File: config.mk
export PLATFORM = sky130hd
export DESIGN_NAME = pipeline_ctrl_flat
export DESIGN_NICKNAME = d
export VERILOG_FILES = /design/src/rtl/pipeline_ctrl_pkg.sv /design/src/rtl/pipeline_ctrl_if.sv /design/src/rtl/pipeline_ctrl_stall_watchdog.sv /design/src/rtl/pipeline_ctrl.sv /design/src/flat_wrapper.sv
export SDC_FILE = /design/constraint.sdc
export NUM_CORES = 1
export LEC_CHECK = 0
export CELL_PAD_IN_SITES_DETAIL_PLACEMENT = 0
export CELL_PAD_IN_SITES_GLOBAL_PLACEMENT = 1
export CORE_MARGIN = 2
export CORE_UTILIZATION = 48
export DETAILED_ROUTE_END_ITERATION = 8
export DONT_BUFFER_PORTS = 1
export PLACE_DENSITY = 0.89
export SYNTH_ARGS = -nofsm -noshare
export SYNTH_HDL_FRONTEND = slang
export SYNTH_SLANG_ARGS = --single-unit
File: constraint.sdc
create_clock -name clk -period 3.6 [get_ports clk]
set_clock_uncertainty 0.2 [all_clocks]
set_input_delay 0.9 -clock clk [delete_from_list [all_inputs] [get_ports clk]]
set_output_delay 0.9 -clock clk [all_outputs]
set_load 0.01 [all_outputs]
File: src/rtl/pipeline_ctrl_pkg.sv
// Shared definitions for the pipeline stall/flush sequencer.
// Contents:
//   REG_LEN       width of PC / branch target values
//   STG_*         stage index of each pipeline register in the stall/flush vectors
//   stage_vec_t   one bit per stage, index order PC, IF/ID, ID/EX, EX/MEM, MEM/WB
//   pc_state_t    controller states (RUN, REDIRECT)
//   *_MASK        stall/flush patterns applied for each arbitration outcome
package pipeline_ctrl_pkg;

   localparam int REG_LEN = 32;

   localparam int STG_PC    = 0;
   localparam int STG_IFID  = 1;
   localparam int STG_IDEX  = 2;
   localparam int STG_EXMEM = 3;
   localparam int STG_MEMWB = 4;
   localparam int STG_NUM   = 5;

   typedef logic [STG_NUM-1:0] stage_vec_t;

   // Two codes used; the spare encodings exist so a corrupted state
   // register has somewhere to recover from (it falls back to RUN).
   typedef enum logic [1:0] {
      PC_RUN      = 2'b00,
      PC_REDIRECT = 2'b01
   } pc_state_t;

   function automatic stage_vec_t stage_bit(input int idx);
      stage_vec_t v;
      v = '0;
      v[idx] = 1'b1;
      return v;
   endfunction

   // Memory busy: freeze everything up to EX/MEM, bubble into MEM/WB.
   localparam stage_vec_t MEM_STALL_MASK = stage_bit(STG_PC) | stage_bit(STG_IFID) |
                                           stage_bit(STG_IDEX) | stage_bit(STG_EXMEM);
   localparam stage_vec_t MEM_FLUSH_MASK = stage_bit(STG_MEMWB);
   // Taken branch: kill the two younger instructions (in IF and ID).
   localparam stage_vec_t BR_FLUSH_MASK  = stage_bit(STG_IFID) | stage_bit(STG_IDEX);
   // Load-use: hold PC and IF/ID, insert a bubble into EX.
   localparam stage_vec_t ID_STALL_MASK  = stage_bit(STG_PC) | stage_bit(STG_IFID);
   localparam stage_vec_t ID_FLUSH_MASK  = stage_bit(STG_IDEX);
   // Fetch not ready: hold PC, bubble into ID.
   localparam stage_vec_t IF_STALL_MASK  = stage_bit(STG_PC);
   localparam stage_vec_t IF_FLUSH_MASK  = stage_bit(STG_IFID);
   // Redirect cycle: the instruction fetched on the wrong path is discarded.
   localparam stage_vec_t RD_FLUSH_MASK  = stage_bit(STG_IFID);

endpackage

File: src/rtl/pipeline_ctrl_if.sv
// Bundle between the pipeline stages and the stall/flush sequencer.
//   master : pipeline side - drives the stall requests and branch result,
//            receives stall/flush vectors, redirect, error and perf counters
//   slave  : sequencer side - the mirror image
// Parameter CNT_W sets the width of the perf counter fields.
interface pipeline_ctrl_if #(
   parameter int CNT_W = 32
);
   import pipeline_ctrl_pkg::*;

   logic               if_stall_req;
   logic               id_stall_req;
   logic               mem_stall_req;
   logic               ex_branch_taken;
   logic [REG_LEN-1:0] ex_branch_target;
   stage_vec_t         stall;
   stage_vec_t         flush;
   logic               pc_redirect;
   logic [REG_LEN-1:0] pc_redirect_addr;
   logic               mem_timeout_err;
   logic [CNT_W-1:0]   perf_stall_cnt;
   logic [CNT_W-1:0]   perf_flush_cnt;

   modport master (
      output if_stall_req, id_stall_req, mem_stall_req,
      output ex_branch_taken, ex_branch_target,
      input  stall, flush, pc_redirect, pc_redirect_addr,
      input  mem_timeout_err, perf_stall_cnt, perf_flush_cnt
   );

   modport slave (
      input  if_stall_req, id_stall_req, mem_stall_req,
      input  ex_branch_taken, ex_branch_target,
      output stall, flush, pc_redirect, pc_redirect_addr,
      output mem_timeout_err, perf_stall_cnt, perf_flush_cnt
   );

endinterface

File: src/rtl/pipeline_ctrl_stall_watchdog.sv
// Memory stall watchdog.
// Counts consecutive cycles of mem_stall_req; the count clears whenever the
// request drops. When the count reaches MEM_TIMEOUT the sticky timeout_err
// sets and stays set until rst. The count stops at MEM_TIMEOUT (no wrap).
// MEM_TIMEOUT = 0 disables the watchdog entirely.
// Ports:
//   clk, rst        clock, synchronous active-high reset
//   mem_stall_req   data memory busy this cycle
//   timeout_err     sticky watchdog error
module pipeline_ctrl_stall_watchdog #(
   parameter int MEM_TIMEOUT = 1024,
   parameter int CNT_W       = 32
) (
   input  logic clk,
   input  logic rst,
   input  logic mem_stall_req,
   output logic timeout_err
);

   generate
      if (MEM_TIMEOUT == 0) begin : g_off
         logic unused_inputs;
         assign unused_inputs = ^{clk, rst, mem_stall_req};
         assign timeout_err   = 1'b0;
      end else begin : g_on
         localparam logic [CNT_W-1:0] LIMIT = CNT_W'(MEM_TIMEOUT);

         logic [CNT_W-1:0] cnt_reg, cnt_next;
         logic             err_reg, err_next;

         always_comb begin
            cnt_next = cnt_reg;
            err_next = err_reg;
            if (!mem_stall_req) begin
               cnt_next = '0;
            end else if (cnt_reg != LIMIT) begin
               cnt_next = cnt_reg + 1'b1;
            end
            // Error sets on the edge that completes the MEM_TIMEOUT-th stalled cycle.
            if (mem_stall_req && (cnt_next == LIMIT)) begin
               err_next = 1'b1;
            end
         end

         always_ff @(posedge clk) begin
            if (rst) begin
               cnt_reg <= '0;
               err_reg <= 1'b0;
            end else begin
               cnt_reg <= cnt_next;
               err_reg <= err_next;
            end
         end

         assign timeout_err = err_reg;
      end
   endgenerate

endmodule

File: src/rtl/pipeline_ctrl.sv
// Central stall/flush sequencer for the 5-stage pipeline.
// Arbitrates IF/ID/MEM stall requests against taken branches from EX and
// drives per-stage hold (stall) and bubble (flush) vectors plus the PC
// redirect. stall/flush are combinational from the state and the requests;
// the state and the latched branch target are registered.
// Ports:
//   clk   clock, rising edge
//   rst   synchronous active-high reset
//   bus   pipeline_ctrl_if.slave: requests and branch in; stall, flush,
//         pc_redirect, pc_redirect_addr, mem_timeout_err, perf counters out
// Parameters:
//   MEM_TIMEOUT  stalled cycles before mem_timeout_err sets (0 = off)
//   CNT_W        watchdog and perf counter width
// Build option: define PIPE_PERF_CNT_EN to build the perf counters;
// otherwise perf_stall_cnt/perf_flush_cnt read 0 and no counter flops exist.
module pipeline_ctrl
   import pipeline_ctrl_pkg::*;
#(
   parameter int MEM_TIMEOUT = 1024,
   parameter int CNT_W       = 32
) (
   input  logic            clk,
   input  logic            rst,
   pipeline_ctrl_if.slave  bus
);

   pc_state_t          state_reg, state_next;
   logic [REG_LEN-1:0] target_reg, target_next;
   stage_vec_t         stall_vec, flush_vec;
   logic               redirect;

   always_comb begin
      state_next  = state_reg;
      target_next = target_reg;
      stall_vec   = '0;
      flush_vec   = '0;
      redirect    = 1'b0;
      case (state_reg)
         PC_RUN: begin
            if (bus.mem_stall_req) begin
               // EX is frozen, so a coincident branch is re-presented later.
               stall_vec = MEM_STALL_MASK;
               flush_vec = MEM_FLUSH_MASK;
            end else if (bus.ex_branch_taken) begin
               flush_vec   = BR_FLUSH_MASK;
               target_next = bus.ex_branch_target;
               state_next  = PC_REDIRECT;
            end else if (bus.id_stall_req) begin
               stall_vec = ID_STALL_MASK;
               flush_vec = ID_FLUSH_MASK;
            end else if (bus.if_stall_req) begin
               stall_vec = IF_STALL_MASK;
               flush_vec = IF_FLUSH_MASK;
            end
         end
         PC_REDIRECT: begin
            // Redirect waits out a memory stall with the target held.
            if (bus.mem_stall_req) begin
               stall_vec = MEM_STALL_MASK;
               flush_vec = MEM_FLUSH_MASK;
            end else begin
               redirect   = 1'b1;
               flush_vec  = RD_FLUSH_MASK;
               state_next = PC_RUN;
            end
         end
         default: begin
            state_next = PC_RUN;
         end
      endcase
   end

   always_ff @(posedge clk) begin
      if (rst) begin
         state_reg  <= PC_RUN;
         target_reg <= '0;
      end else begin
         state_reg  <= state_next;
         target_reg <= target_next;
      end
   end

   pipeline_ctrl_stall_watchdog #(
      .MEM_TIMEOUT (MEM_TIMEOUT),
      .CNT_W       (CNT_W)
   ) u_watchdog (
      .clk           (clk),
      .rst           (rst),
      .mem_stall_req (bus.mem_stall_req),
      .timeout_err   (bus.mem_timeout_err)
   );

`ifdef PIPE_PERF_CNT_EN
   logic [CNT_W-1:0] stall_cnt_reg;
   logic [CNT_W-1:0] flush_cnt_reg;

   always_ff @(posedge clk) begin
      if (rst) begin
         stall_cnt_reg <= '0;
         flush_cnt_reg <= '0;
      end else begin
         if (|stall_vec) begin
            stall_cnt_reg <= stall_cnt_reg + 1'b1;
         end
         if ((state_reg == PC_RUN) && (state_next == PC_REDIRECT)) begin
            flush_cnt_reg <= flush_cnt_reg + 1'b1;
         end
      end
   end

   assign bus.perf_stall_cnt = stall_cnt_reg;
   assign bus.perf_flush_cnt = flush_cnt_reg;
`else
   assign bus.perf_stall_cnt = '0;
   assign bus.perf_flush_cnt = '0;
`endif

   assign bus.stall            = stall_vec;
   assign bus.flush            = flush_vec;
   assign bus.pc_redirect      = redirect;
   assign bus.pc_redirect_addr = target_reg;

endmodule

File: src/flat_wrapper.sv
// flat-port wrapper written by rule: the top's interface ports become plain ports
module pipeline_ctrl_flat import pipeline_ctrl_pkg::*;
#(
   parameter int MEM_TIMEOUT = 1024,
   parameter int CNT_W       = 32
)
  (clk, rst, bus_if_stall_req, bus_id_stall_req, bus_mem_stall_req, bus_ex_branch_taken, bus_ex_branch_target, bus_stall, bus_flush, bus_pc_redirect, bus_pc_redirect_addr, bus_mem_timeout_err, bus_perf_stall_cnt, bus_perf_flush_cnt);
  pipeline_ctrl_if #(.CNT_W(CNT_W)) bus_i ();
  input  logic clk;
  input  logic rst;
  input wire logic [$bits(bus_i.if_stall_req)-1:0] bus_if_stall_req;
  input wire logic [$bits(bus_i.id_stall_req)-1:0] bus_id_stall_req;
  input wire logic [$bits(bus_i.mem_stall_req)-1:0] bus_mem_stall_req;
  input wire logic [$bits(bus_i.ex_branch_taken)-1:0] bus_ex_branch_taken;
  input wire logic [$bits(bus_i.ex_branch_target)-1:0] bus_ex_branch_target;
  output wire logic [$bits(bus_i.stall)-1:0] bus_stall;
  output wire logic [$bits(bus_i.flush)-1:0] bus_flush;
  output wire logic [$bits(bus_i.pc_redirect)-1:0] bus_pc_redirect;
  output wire logic [$bits(bus_i.pc_redirect_addr)-1:0] bus_pc_redirect_addr;
  output wire logic [$bits(bus_i.mem_timeout_err)-1:0] bus_mem_timeout_err;
  output wire logic [$bits(bus_i.perf_stall_cnt)-1:0] bus_perf_stall_cnt;
  output wire logic [$bits(bus_i.perf_flush_cnt)-1:0] bus_perf_flush_cnt;
  assign bus_i.if_stall_req = bus_if_stall_req;
  assign bus_i.id_stall_req = bus_id_stall_req;
  assign bus_i.mem_stall_req = bus_mem_stall_req;
  assign bus_i.ex_branch_taken = bus_ex_branch_taken;
  assign bus_i.ex_branch_target = bus_ex_branch_target;
  assign bus_stall = bus_i.stall;
  assign bus_flush = bus_i.flush;
  assign bus_pc_redirect = bus_i.pc_redirect;
  assign bus_pc_redirect_addr = bus_i.pc_redirect_addr;
  assign bus_mem_timeout_err = bus_i.mem_timeout_err;
  assign bus_perf_stall_cnt = bus_i.perf_stall_cnt;
  assign bus_perf_flush_cnt = bus_i.perf_flush_cnt;
  pipeline_ctrl #(.MEM_TIMEOUT(MEM_TIMEOUT), .CNT_W(CNT_W)) u_core (.clk(clk), .rst(rst), .bus(bus_i));
endmodule
# [Word level (Yosys, flattened, before mapping)]
# Cells that the tools add are included.
[classes] addsub=1 eq_ne=6 mux=20 n_bitwise=1 n_reduce_logical=4
[op_table] operator="two-way mux 32 bit" n=2
[op_table] operator="two-way mux 5 bit" n=7
[op_table] operator="adder 32 x 1 -> 32 bit, second input constant" n=1
[op_table] operator="== test 32 x 11 -> 1 bit, second input constant" n=1
[op_table] operator="!= test 32 x 11 -> 1 bit, second input constant" n=1
[op_table] operator="case mux 5 bit (2 select lines)" n=2
[op_table] operator="two-way mux 2 bit" n=4
[op_table] operator="!= test 2 bit, second input constant" n=3
[op_table] operator="AND reduction 3 bit" n=2
[op_table] operator="two-way mux 4 bit" n=1
[op_table] operator="case mux 2 bit (2 select lines)" n=1
[op_table] operator="two-way mux 1 bit" n=3
[op_table] operator="== test 2 x 1 -> 1 bit, second input constant" n=1
[op_table] operator="zero test 2 bit" n=1
[op_table] operator="logical AND 1 bit" n=1
[op_table] operator="NOT 1 bit" n=1
[totals] regBits=67 inputBits=38 output_inout_bits=108 wordCells=36

# [Depth between registers and ports, before layout]
# Gate-level depths: netlist of the first run.
[depth] word_depth=5 mapped_depth=10

# [Hierarchy]
# Synthesis of the first run repeated with hierarchy kept, for this count alone.
[hier_totals] hier_cells=460 hier_area_um2=4037.6
[by_module_without_submodules] module="pipeline_ctrl" n_inst=1 cells_each=223 area_each_um2=2092.0 seq_area_each_um2=660.6
[by_module_without_submodules] module="pipeline_ctrl_stall_watchdog" n_inst=1 cells_each=237 area_each_um2=1945.6 seq_area_each_um2=660.6

# [Worst setup path after synthesis of the first run]
# OpenSTA, ideal clock, no wires.
[synth_timing] path_kind="input port to output port" from="input port bus_mem_stall_req" to="output port bus_flush[1]" arrival_ns=1.484 required_ns=2.500 path_slack_ns=1.016 stages=4 cell_sequence="buf_2 a21oi_1 inv_1 nor2_1"
[synth_via] elab_chain_len=2
[synth_rtl] element="start: declaration" line_no="flat_wrapper.sv:13" source="input wire logic [$bits(bus_i.mem_stall_req)-1:0] bus_mem_stall_req;"
[synth_rtl] element="two-way mux 5 bit, on equally long branches" line_no="pipeline_ctrl.sv:58, pipeline_ctrl.sv:40"
[synth_rtl] element="case mux 5 bit (2 select lines) *" line_no="pipeline_ctrl.sv:38" source="case (state_reg)"
[synth_rtl] element="end: declaration" line_no="flat_wrapper.sv:17" source="output wire logic [$bits(bus_i.flush)-1:0] bus_flush;"
# Mark *: on every way between the ends. The rest lies on a longest branch, timed or not.

# [Final worst setup path of the first run]
[layout_timing] from="register u_core.u_watchdog.g_on.cnt_reg[1]" to="register u_core.u_watchdog.g_on.err_reg, in the netlist u_core.u_watchdog.timeout_err"
[layout_via] elab_chain_len=5
[layout_rtl] element="start: declaration" line_no="pipeline_ctrl_stall_watchdog.sv:28" source="logic [CNT_W-1:0] cnt_reg, cnt_next;"
[layout_rtl] element="start signal: assignment" line_no="pipeline_ctrl_stall_watchdog.sv:50" source="cnt_reg <= cnt_next;"
[layout_rtl] element="adder 32 x 1 -> 32 bit or != test 32 x 11 -> 1 bit (tied branches)" line_no="pipeline_ctrl_stall_watchdog.sv:37, pipeline_ctrl_stall_watchdog.sv:36"
[layout_rtl] element="two-way mux 32 bit *" line_no="pipeline_ctrl_stall_watchdog.sv:36" source="end else if (cnt_reg != LIMIT) begin"
[layout_rtl] element="two-way mux 32 bit *" line_no="pipeline_ctrl_stall_watchdog.sv:34" source="if (!mem_stall_req) begin"
[layout_rtl] element="== test 32 x 11 -> 1 bit *" line_no="pipeline_ctrl_stall_watchdog.sv:40" source="if (mem_stall_req && (cnt_next == LIMIT)) begin"
[layout_rtl] element="logical AND 1 bit *" line_no="pipeline_ctrl_stall_watchdog.sv:40"
[layout_rtl] element="end signal: assignment" line_no="pipeline_ctrl_stall_watchdog.sv:51" source="err_reg <= err_next;"
[layout_rtl] element="end: declaration" line_no="pipeline_ctrl_stall_watchdog.sv:29" source="logic err_reg, err_next;"
# Marked as above.
# A chain may end at the register's enable or synchronous reset.

==> impl_metrics.prom, run 1 <==
# TYPE chip_impl_metric gauge
chip_impl_metric{name="timing.reg2reg.worst_path_depth",unit=""} 9
chip_impl_metric{name="placement.cell_area",unit="um2"} 3380
chip_impl_metric{name="final.setup.tns",unit="ns"} 0
chip_impl_metric{name="pre_cts_ws",unit="ns"} 0.887
chip_impl_metric{name="report.final.slew_viol_count",unit=""} 0
chip_impl_metric{name="post-synth-top-area-fraction",unit=""} 0.361
chip_impl_metric{name="final.period_utilization",unit=""} 0.768
chip_impl_metric{name="average_wire_per_cell_in_the_routed_design",unit="um"} 13.3
chip_impl_info{name="most-common-layout-cells",value="nand2_1, conb_1, dfxtp_1"} 1
chip_impl_info{name="yosys_most_used_dff",value="dfxtp_1"} 1
chip_impl_info{name="setup.worst_path.start_class",value="register"} 1
chip_impl_metric{name="layoutNonFillerInstCount",unit=""} 554
chip_impl_metric{name="synth_cell_types",unit=""} 44
chip_impl_metric{name="fmaxAchievable",unit="GHz"} 0.362
chip_impl_metric{name="path_max_fanout",unit=""} 8
chip_impl_metric{name="slew-limit-headroom",unit=""} 0.283
chip_impl_metric{name="io_buffers",unit=""} 0
chip_impl_info{name="endpoint_of_the_most_critical_setup_path",value="u_core.u_watchdog.timeout_err$_SDFFE_PP0P_"} 1
chip_impl_metric{name="report.final.setup_viol",unit=""} 0
chip_impl_metric{name="overall_global_routing_resource_usage",unit=""} 0.178
chip_impl_metric{name="num_vias",unit=""} 2803
chip_impl_metric{name="residual_drc_count",unit=""} 0
chip_impl_info{name="class_of_the_most_critical_hold_timing_path",value="register to register"} 1
chip_impl_metric{name="drt_wl_total",unit="um"} 7390
chip_impl_metric{name="area_growth_syn_to_layout",unit="%"} -1.81
chip_impl_metric{name="numPlacedInstances",unit=""} 538
chip_impl_info{name="cts_tree",value="yes"} 1
chip_impl_info{name="worst_setup_path_startpoint",value="u_core.u_watchdog.g_on.cnt_reg[1]$_SDFF_PP0_"} 1
chip_impl_metric{name="synth_enable_flop_cells",unit=""} 0
chip_impl_metric{name="count_of_hold_buffers_inserted_by_post_cts_repair",unit=""} 0
chip_impl_metric{name="final_layout_size_suffix_gt1_frac",unit=""} 0.0659
chip_impl_metric{name="min_period",unit="ns"} 2.77
chip_impl_metric{name="final_nets",unit=""} 490
chip_impl_info{name="hold_start",value="u_core.bus.pc_redirect_addr[6]$_SDFFE_PP0P_"} 1
chip_impl_metric{name="synth_sequential_area_ratio",unit=""} 0.361
chip_impl_info{name="timing.setup.critical_path_class",value="register to register"} 1
chip_impl_info{name="reg2reg_from",value="u_core.u_watchdog.g_on.cnt_reg[1]$_SDFF_PP0_"} 1
chip_impl_metric{name="path_clk_slew",unit="ns"} 0.08
chip_impl_metric{name="maxCapViolCount",unit=""} 0
chip_impl_metric{name="min_path_cells",unit=""} 2
chip_impl_metric{name="ioPinCount",unit=""} 146
chip_impl_metric{name="grt_pass1_wl",unit="um"} 12000
chip_impl_info{name="reg2reg_to",value="u_core.u_watchdog.timeout_err$_SDFFE_PP0P_"} 1
chip_impl_info{name="run_status",value="finished clean"} 1
chip_impl_metric{name="clk-insertion-delay-late",unit="ns"} 0.35
chip_impl_metric{name="maximum_number_of_pins_on_one_net_before_global_route_repair",unit=""} 42
chip_impl_metric{name="antenna_found_initial",unit=""} 0
chip_impl_metric{name="antennaDiodeCount",unit=""} 0
chip_impl_metric{name="powerDensity",unit="nW/um2"} 419
chip_impl_metric{name="rows",unit=""} 31
chip_impl_metric{name="die_x",unit="um"} 91.3
chip_impl_metric{name="vdd_ir_drop_max",unit="V"} 0.000291
chip_impl_info{name="worstSetupEndpointType",value="register"} 1
chip_impl_metric{name="finalWeightedCongestion",unit=""} 0.902
chip_impl_metric{name="cts-resized-gates",unit=""} 0
chip_impl_info{name="synthTopCellsByArea",value="dfxtp_1, buf_4, nand2_1"} 1
chip_impl_metric{name="synthesis.yosys.warnings",unit=""} 0
chip_impl_metric{name="detail_route.first_pass.iterations",unit=""} 4
chip_impl_metric{name="worst_pin_slew",unit="ns"} 1.07
chip_impl_info{name="clk_root_buffer_cell",value="clkbuf_8"} 1
chip_impl_info{name="layout.cells.most_common",value="nand2_1"} 1
chip_impl_metric{name="p_leak",unit="nW"} 1.38
chip_impl_metric{name="die_height",unit="um"} 91.3
chip_impl_metric{name="dp_hpwl",unit="um"} 5380
chip_impl_metric{name="h-tree-depth",unit=""} 3
chip_impl_info{name="setup_repair_after_global_routing_missed_its_margin",value="no"} 1
chip_impl_metric{name="number_of_routed_nets_with_antenna_violations",unit=""} 0
chip_impl_metric{name="cts.sinks",unit=""} 66
chip_impl_metric{name="ys_seq_elements",unit=""} 66
chip_impl_metric{name="setup_ws",unit="ns"} 0.834
chip_impl_metric{name="core_area",unit="um2"} 7330
chip_impl_metric{name="cts_made_buffers",unit=""} 9
chip_impl_metric{name="worstPathRequired",unit="ns"} 3.68
chip_impl_metric{name="dr.first_iter.drc_count",unit=""} 138
chip_impl_metric{name="reg2reg_slack",unit="ns"} 0.83
chip_impl_metric{name="hold_viol_final",unit=""} 0
chip_impl_metric{name="syn_avg_cell_area",unit="um2"} 7.75
chip_impl_metric{name="first_global_vias",unit=""} 2591
chip_impl_info{name="synth_largest_area_cell",value="dfxtp_1"} 1
chip_impl_metric{name="initial_core_util",unit=""} 0.499
chip_impl_metric{name="cts_max_path_buffers",unit=""} 2
chip_impl_metric{name="final.hold.worst_slack",unit="ns"} 0.300
chip_impl_metric{name="grt-ovfl-total",unit=""} 0
chip_impl_metric{name="timing.critical_path.arrival",unit="ns"} 2.84
chip_impl_metric{name="postSynthCellCount",unit=""} 472
chip_impl_metric{name="area_of_the_mapped_netlist",unit="um2"} 3660
chip_impl_metric{name="dieArea",unit="um2"} 8330
chip_impl_metric{name="proportion_of_register_bits_with_asynchronous_set_or_reset_after_synthesis",unit=""} 0
chip_impl_metric{name="post-cts-setup-buffer-count",unit=""} 0
chip_impl_metric{name="route.detailed.vias_per_inst",unit=""} 5.06
chip_impl_metric{name="final_cell_area",unit="um2"} 3590
-- power breakdown --
group | switching (mW) | total (mW) | internal [mW]
Sequential | 0.0222 | 0.770 | 0.748
Clock | 0.314 | 0.647 | 0.333
Combinational | 0.0680 | 0.0875 | 0.0195
Total | 0.405 | 1.50 | 1.10
-- layer usage --
layer	wire length (um)	part of all wire	global-route usage	up-vias
met4	167	0.023	0.0821	0
met2	3510	0.47	0.283	109
met3	552	0.075	0.0465	15
li1	-	-	-	1380
met5	0	0	0	-
met1	3160	0.43	0.225	1299
-- worst min-delay path by stage --
| stage | endpoint | slack [ns] |
|---|---|---|
| floorplan | u_core.state_reg[0]$_SDFFE_PP0P_ | 0.27 |
| global placement | u_core.bus.pc_redirect_addr[23]$_SDFFE_PP0P_ | 0.29 |
| detailed placement | u_core.bus.pc_redirect_addr[6]$_SDFFE_PP0P_ | 0.29 |
| CTS | u_core.bus.pc_redirect_addr[6]$_SDFFE_PP0P_ | 0.30 |
| global route | u_core.bus.pc_redirect_addr[5]$_SDFFE_PP0P_ | 0.32 |
| finish | u_core.bus.pc_redirect_addr[6]$_SDFFE_PP0P_ | 0.30 |
-- Yosys cell counts (4+ instances only) --
cell type,count
nor4_1,13
buf_4,69
xnor2_1,16
nor2b_1,4
nand2_1,90
a21oi_1,37
dfxtp_1,66
clkbuf_1,15
nor3_1,6
xor2_1,16
nand3_1,13
buf_2,16
o21ai_0,5
inv_1,6
nand4_1,21
nor2_1,41
and3_1,4
-- logic make-up after synthesis --
logic type               Yosys count  synth area share
AO/OA/AOI/OAI                     49            0.0736
buffers and inverters            107             0.186
AND/OR/NAND/NOR                  212             0.286
flip-flops                        66             0.361
adder cells (fa/ha/maj)            2           0.00684
XOR/XNOR                          32            0.0766
multiplexers                       3           0.00855
other                              1           0.00103
-- through the flow --
stage / utilization / power, mW
4_1_cts: 0.490 / 1.52
3_5_place_dp: 0.462 / 0.873
3_3_place_gp: 0.462 / 0.872
2_1_floorplan: - / 0.923
5_1_grt: 0.490 / 1.57
6_report: 0.490 / 1.50
-- final cells by class --
type | count | area (um2)
Sequential cell | 66 | 1320
Clock buffer | 9 | 124
Inverter | 6 | 22.5
Clock inverter | 7 | 82.6
Tap cell | 99 | 124
Multi-Input combinational cell | 365 | 1900
Fill cell | 720 | 3740
Timing Repair Buffer | 2 | 15.0
-- worst max-delay path, stage by stage (launching register included) --
cell and delay (ns):
dfxtp_1 0.43, ha_1 0.36, nand4_1 0.27, nor4_1 0.39, xnor2_1 0.19, nand3_1 0.12
a211oi_1 0.20, nand4_1 0.14, o31a_1 0.30, o22ai_2 0.08
Power figures use the tool's default switching activity.
==> inputs of run 2 (changes only) <==
--- a/config.mk
+++ b/config.mk
@@ -8,10 +8,10 @@
 export CELL_PAD_IN_SITES_DETAIL_PLACEMENT = 0
 export CELL_PAD_IN_SITES_GLOBAL_PLACEMENT = 1
 export CORE_MARGIN = 2
-export CORE_UTILIZATION = 48
+export CORE_UTILIZATION = 44
 export DETAILED_ROUTE_END_ITERATION = 8
 export DONT_BUFFER_PORTS = 1
-export PLACE_DENSITY = 0.89
+export PLACE_DENSITY = 0.82
 export SYNTH_ARGS = -nofsm -noshare
 export SYNTH_HDL_FRONTEND = slang
 export SYNTH_SLANG_ARGS = --single-unit
==> constraint.sdc (replaced) <==
create_clock -name clk -period 2.7 [get_ports clk]
set_clock_uncertainty 0.2 [all_clocks]
set_input_delay 0.675 -clock clk [delete_from_list [all_inputs] [get_ports clk]]
set_output_delay 0.675 -clock clk [all_outputs]
set_load 0.01 [all_outputs]
==> impl_metrics.prom, run 2 (synthesized netlist as in run 1, its figures left out) <==
# TYPE chip_impl_metric gauge
chip_impl_metric{name="grt-ovfl-total",unit=""} 0
chip_impl_metric{name="antennaDiodeCount",unit=""} 0
chip_impl_metric{name="cts.sinks",unit=""} 66
chip_impl_info{name="layout.cells.most_common",value="nand2_1"} 1
chip_impl_metric{name="path_clk_slew",unit="ns"} 0.08
chip_impl_metric{name="dp_hpwl",unit="um"} 5770
chip_impl_info{name="run_status",value="finished clean"} 1
chip_impl_metric{name="worst_pin_slew",unit="ns"} 0.587
chip_impl_info{name="timing.setup.critical_path_class",value="register to register"} 1
chip_impl_metric{name="number_of_routed_nets_with_antenna_violations",unit=""} 0
chip_impl_metric{name="residual_drc_count",unit=""} 0
chip_impl_metric{name="final.period_utilization",unit=""} 0.935
chip_impl_metric{name="core_area",unit="um2"} 8130
chip_impl_metric{name="clk-insertion-delay-late",unit="ns"} 0.34
chip_impl_metric{name="placement.cell_area",unit="um2"} 3490
chip_impl_metric{name="final.setup.tns",unit="ns"} 0
chip_impl_metric{name="initial_core_util",unit=""} 0.450
chip_impl_metric{name="ioPinCount",unit=""} 146
chip_impl_metric{name="report.final.slew_viol_count",unit=""} 0
chip_impl_metric{name="cts_max_path_buffers",unit=""} 2
chip_impl_metric{name="dieArea",unit="um2"} 9060
chip_impl_metric{name="die_x",unit="um"} 95.2
chip_impl_metric{name="slew-limit-headroom",unit=""} 0.605
chip_impl_metric{name="report.final.setup_viol",unit=""} 0
chip_impl_metric{name="die_height",unit="um"} 95.2
chip_impl_info{name="crit_chain",value="inv_1 -> ha_1 -> nor4bb_1 -> nand4_1 -> nor2_2 -> or4_1 -> a211oi_1 -> nand4_1 -> o31a_1 -> o22ai_2"} 1
chip_impl_metric{name="first_global_vias",unit=""} 2539
chip_impl_metric{name="h-tree-depth",unit=""} 3
chip_impl_metric{name="vdd_ir_drop_max",unit="V"} 0.000331
chip_impl_metric{name="rows",unit=""} 33
chip_impl_metric{name="min_period",unit="ns"} 2.53
chip_impl_metric{name="maxCapViolCount",unit=""} 0
chip_impl_metric{name="p_leak",unit="nW"} 1.41
chip_impl_metric{name="hold_viol_final",unit=""} 0
chip_impl_metric{name="crit_path_max_incr_delay",unit="ns"} 0.47
chip_impl_metric{name="fillerInstances",unit=""} 844
chip_impl_metric{name="finalWeightedCongestion",unit=""} 0.936
chip_impl_info{name="cp_slowest_cell",value="or4_1"} 1
chip_impl_metric{name="area_growth_syn_to_layout",unit="%"} 0.616
chip_impl_metric{name="io_buffers",unit=""} 0
chip_impl_info{name="clk_root_buffer_cell",value="clkbuf_8"} 1
chip_impl_metric{name="fmaxAchievable",unit="GHz"} 0.396
chip_impl_metric{name="maximum_number_of_pins_on_one_net_before_global_route_repair",unit=""} 42
chip_impl_info{name="most-common-layout-cells",value="nand2_1, conb_1, dfxtp_1"} 1
chip_impl_info{name="class_of_the_most_critical_hold_timing_path",value="input port to register"} 1
chip_impl_metric{name="layoutNonFillerInstCount",unit=""} 570
chip_impl_metric{name="antenna_found_initial",unit=""} 0
chip_impl_info{name="setup.worst_path.start_class",value="register"} 1
chip_impl_metric{name="route.detailed.vias_per_inst",unit=""} 5.02
chip_impl_metric{name="timing.critical_path.arrival",unit="ns"} 2.60
chip_impl_metric{name="setup_ws",unit="ns"} 0.175
chip_impl_metric{name="overall_global_routing_resource_usage",unit=""} 0.178
chip_impl_metric{name="finalCoreUtilization",unit=""} 0.452
chip_impl_metric{name="dr.first_iter.drc_count",unit=""} 160
chip_impl_metric{name="num_vias",unit=""} 2864
chip_impl_metric{name="worstPathRequired",unit="ns"} 2.77
chip_impl_metric{name="final_power",unit="mW"} 1.90
chip_impl_metric{name="detail_route.first_pass.iterations",unit=""} 5
chip_impl_metric{name="final.hold.worst_slack",unit="ns"} 0.191
chip_impl_metric{name="average_wire_per_cell_in_the_routed_design",unit="um"} 13.8
chip_impl_metric{name="drt_wl_total",unit="um"} 7890
chip_impl_info{name="crit_top_cell",value="nand4_1"} 1
chip_impl_metric{name="powerDensity",unit="nW/um2"} 516
chip_impl_info{name="worstSetupEndpointType",value="register"} 1
chip_impl_info{name="setup_repair_after_global_routing_missed_its_margin",value="no"} 1
chip_impl_metric{name="grt_pass1_wl",unit="um"} 12500
chip_impl_info{name="cts_tree",value="yes"} 1
chip_impl_metric{name="cts_made_buffers",unit=""} 9
chip_impl_metric{name="final_nets",unit=""} 501
chip_impl_metric{name="pre_cts_ws",unit="ns"} 0.0912
chip_impl_metric{name="final_cell_area",unit="um2"} 3680
chip_impl_metric{name="path_max_fanout",unit=""} 6
chip_impl_metric{name="final_layout_size_suffix_gt1_frac",unit=""} 0.0925
chip_impl_metric{name="numPlacedInstances",unit=""} 555
==> run 2: cell count changes in the layout (fill, tap and decap cells not counted), moves of 2 or more <==
| cell | previous run | this run |
|---|---|---|
| dfxtp_1 | 66 | 64 |
| inv_8 | 2 | 0 |
| clkinvlp_4 | 1 | 3 |
| dfxtp_2 | 0 | 2 |
| buf_4 | 2 | 12 |
==> run 2: where the power goes <==
part	switching (mW)	internal, mW	total, mW	leakage [nW]
registers	0.0295	0.998	1.03	0.536
logic	0.0911	0.0293	0.120	0.794
clock network	0.392	0.357	0.749	0.0810
total	0.513	1.38	1.90	1.41
==> run 2: worst paths after layout <==
| path | endpoint | cells past startpoint | start | slack (ns) |
|---|---|---|---|---|
| worst max-delay path | u_core.u_watchdog.timeout_err$_SDFFE_PP0P_ | 10 | u_core.u_watchdog.g_on.cnt_reg[0]$_SDFF_PP0_ | 0.17 |
| worst min-delay path | u_core.bus.pc_redirect_addr[20]$_SDFFE_PP0P_ | 1 | rst | 0.19 |
| worst max register to register | u_core.u_watchdog.timeout_err$_SDFFE_PP0P_ | 10 | u_core.u_watchdog.g_on.cnt_reg[0]$_SDFF_PP0_ | 0.17 |
| worst min register to register | u_core.bus.pc_redirect_addr[14]$_SDFFE_PP0P_ | 2 | u_core.bus.pc_redirect_addr[14]$_SDFFE_PP0P_ | 0.30 |
==> run 2: layer usage <==
metal / vias up / GRT usage / share of wire
met3: 13 / 0.0482 / 0.083
met2: 142 / 0.282 / 0.47
li1: 1408 / - / -
met1: 1301 / 0.235 / 0.44
met5: - / 0 / 0
met4: 0 / 0.0543 / 0.012
==> run 2: layout make-up <==
cell class / instances / area [um2] / area share
multi-input cells: 365 / 1910 / 0.520
repair buffers: 13 / 110 / 0.0299
flip-flops and latches: 66 / 1320 / 0.360
clock buffers: 10 / 138 / 0.0374
clock inverters: 5 / 40.0 / 0.0109
inverters: 6 / 22.5 / 0.00612
well taps: 105 / 131 / 0.0357
==> run 2: worst max-delay path, delay by kind of cell, from the launching register on <==
family | cells | cell delay, ns
adders and majority gates | 1 | 0.19
AOI/OAI and AO/OA | 3 | 0.66
DFF | 1 | 0.39
buffers and inverters | 1 | 0.10
and+or+nand+nor | 5 | 0.92
==> run 2: repair_timing <==
| action | 4_1_cts | 5_1_grt |
|---|---|---|
| buffers inserted | 0 | 0 |
| hold buffers | 0 | 0 |
| endpoints found under the hold margin | 0 | 0 |
| gates resized for setup | 0 | 4 |
| setup endpoints to repair | 0 | 1 |
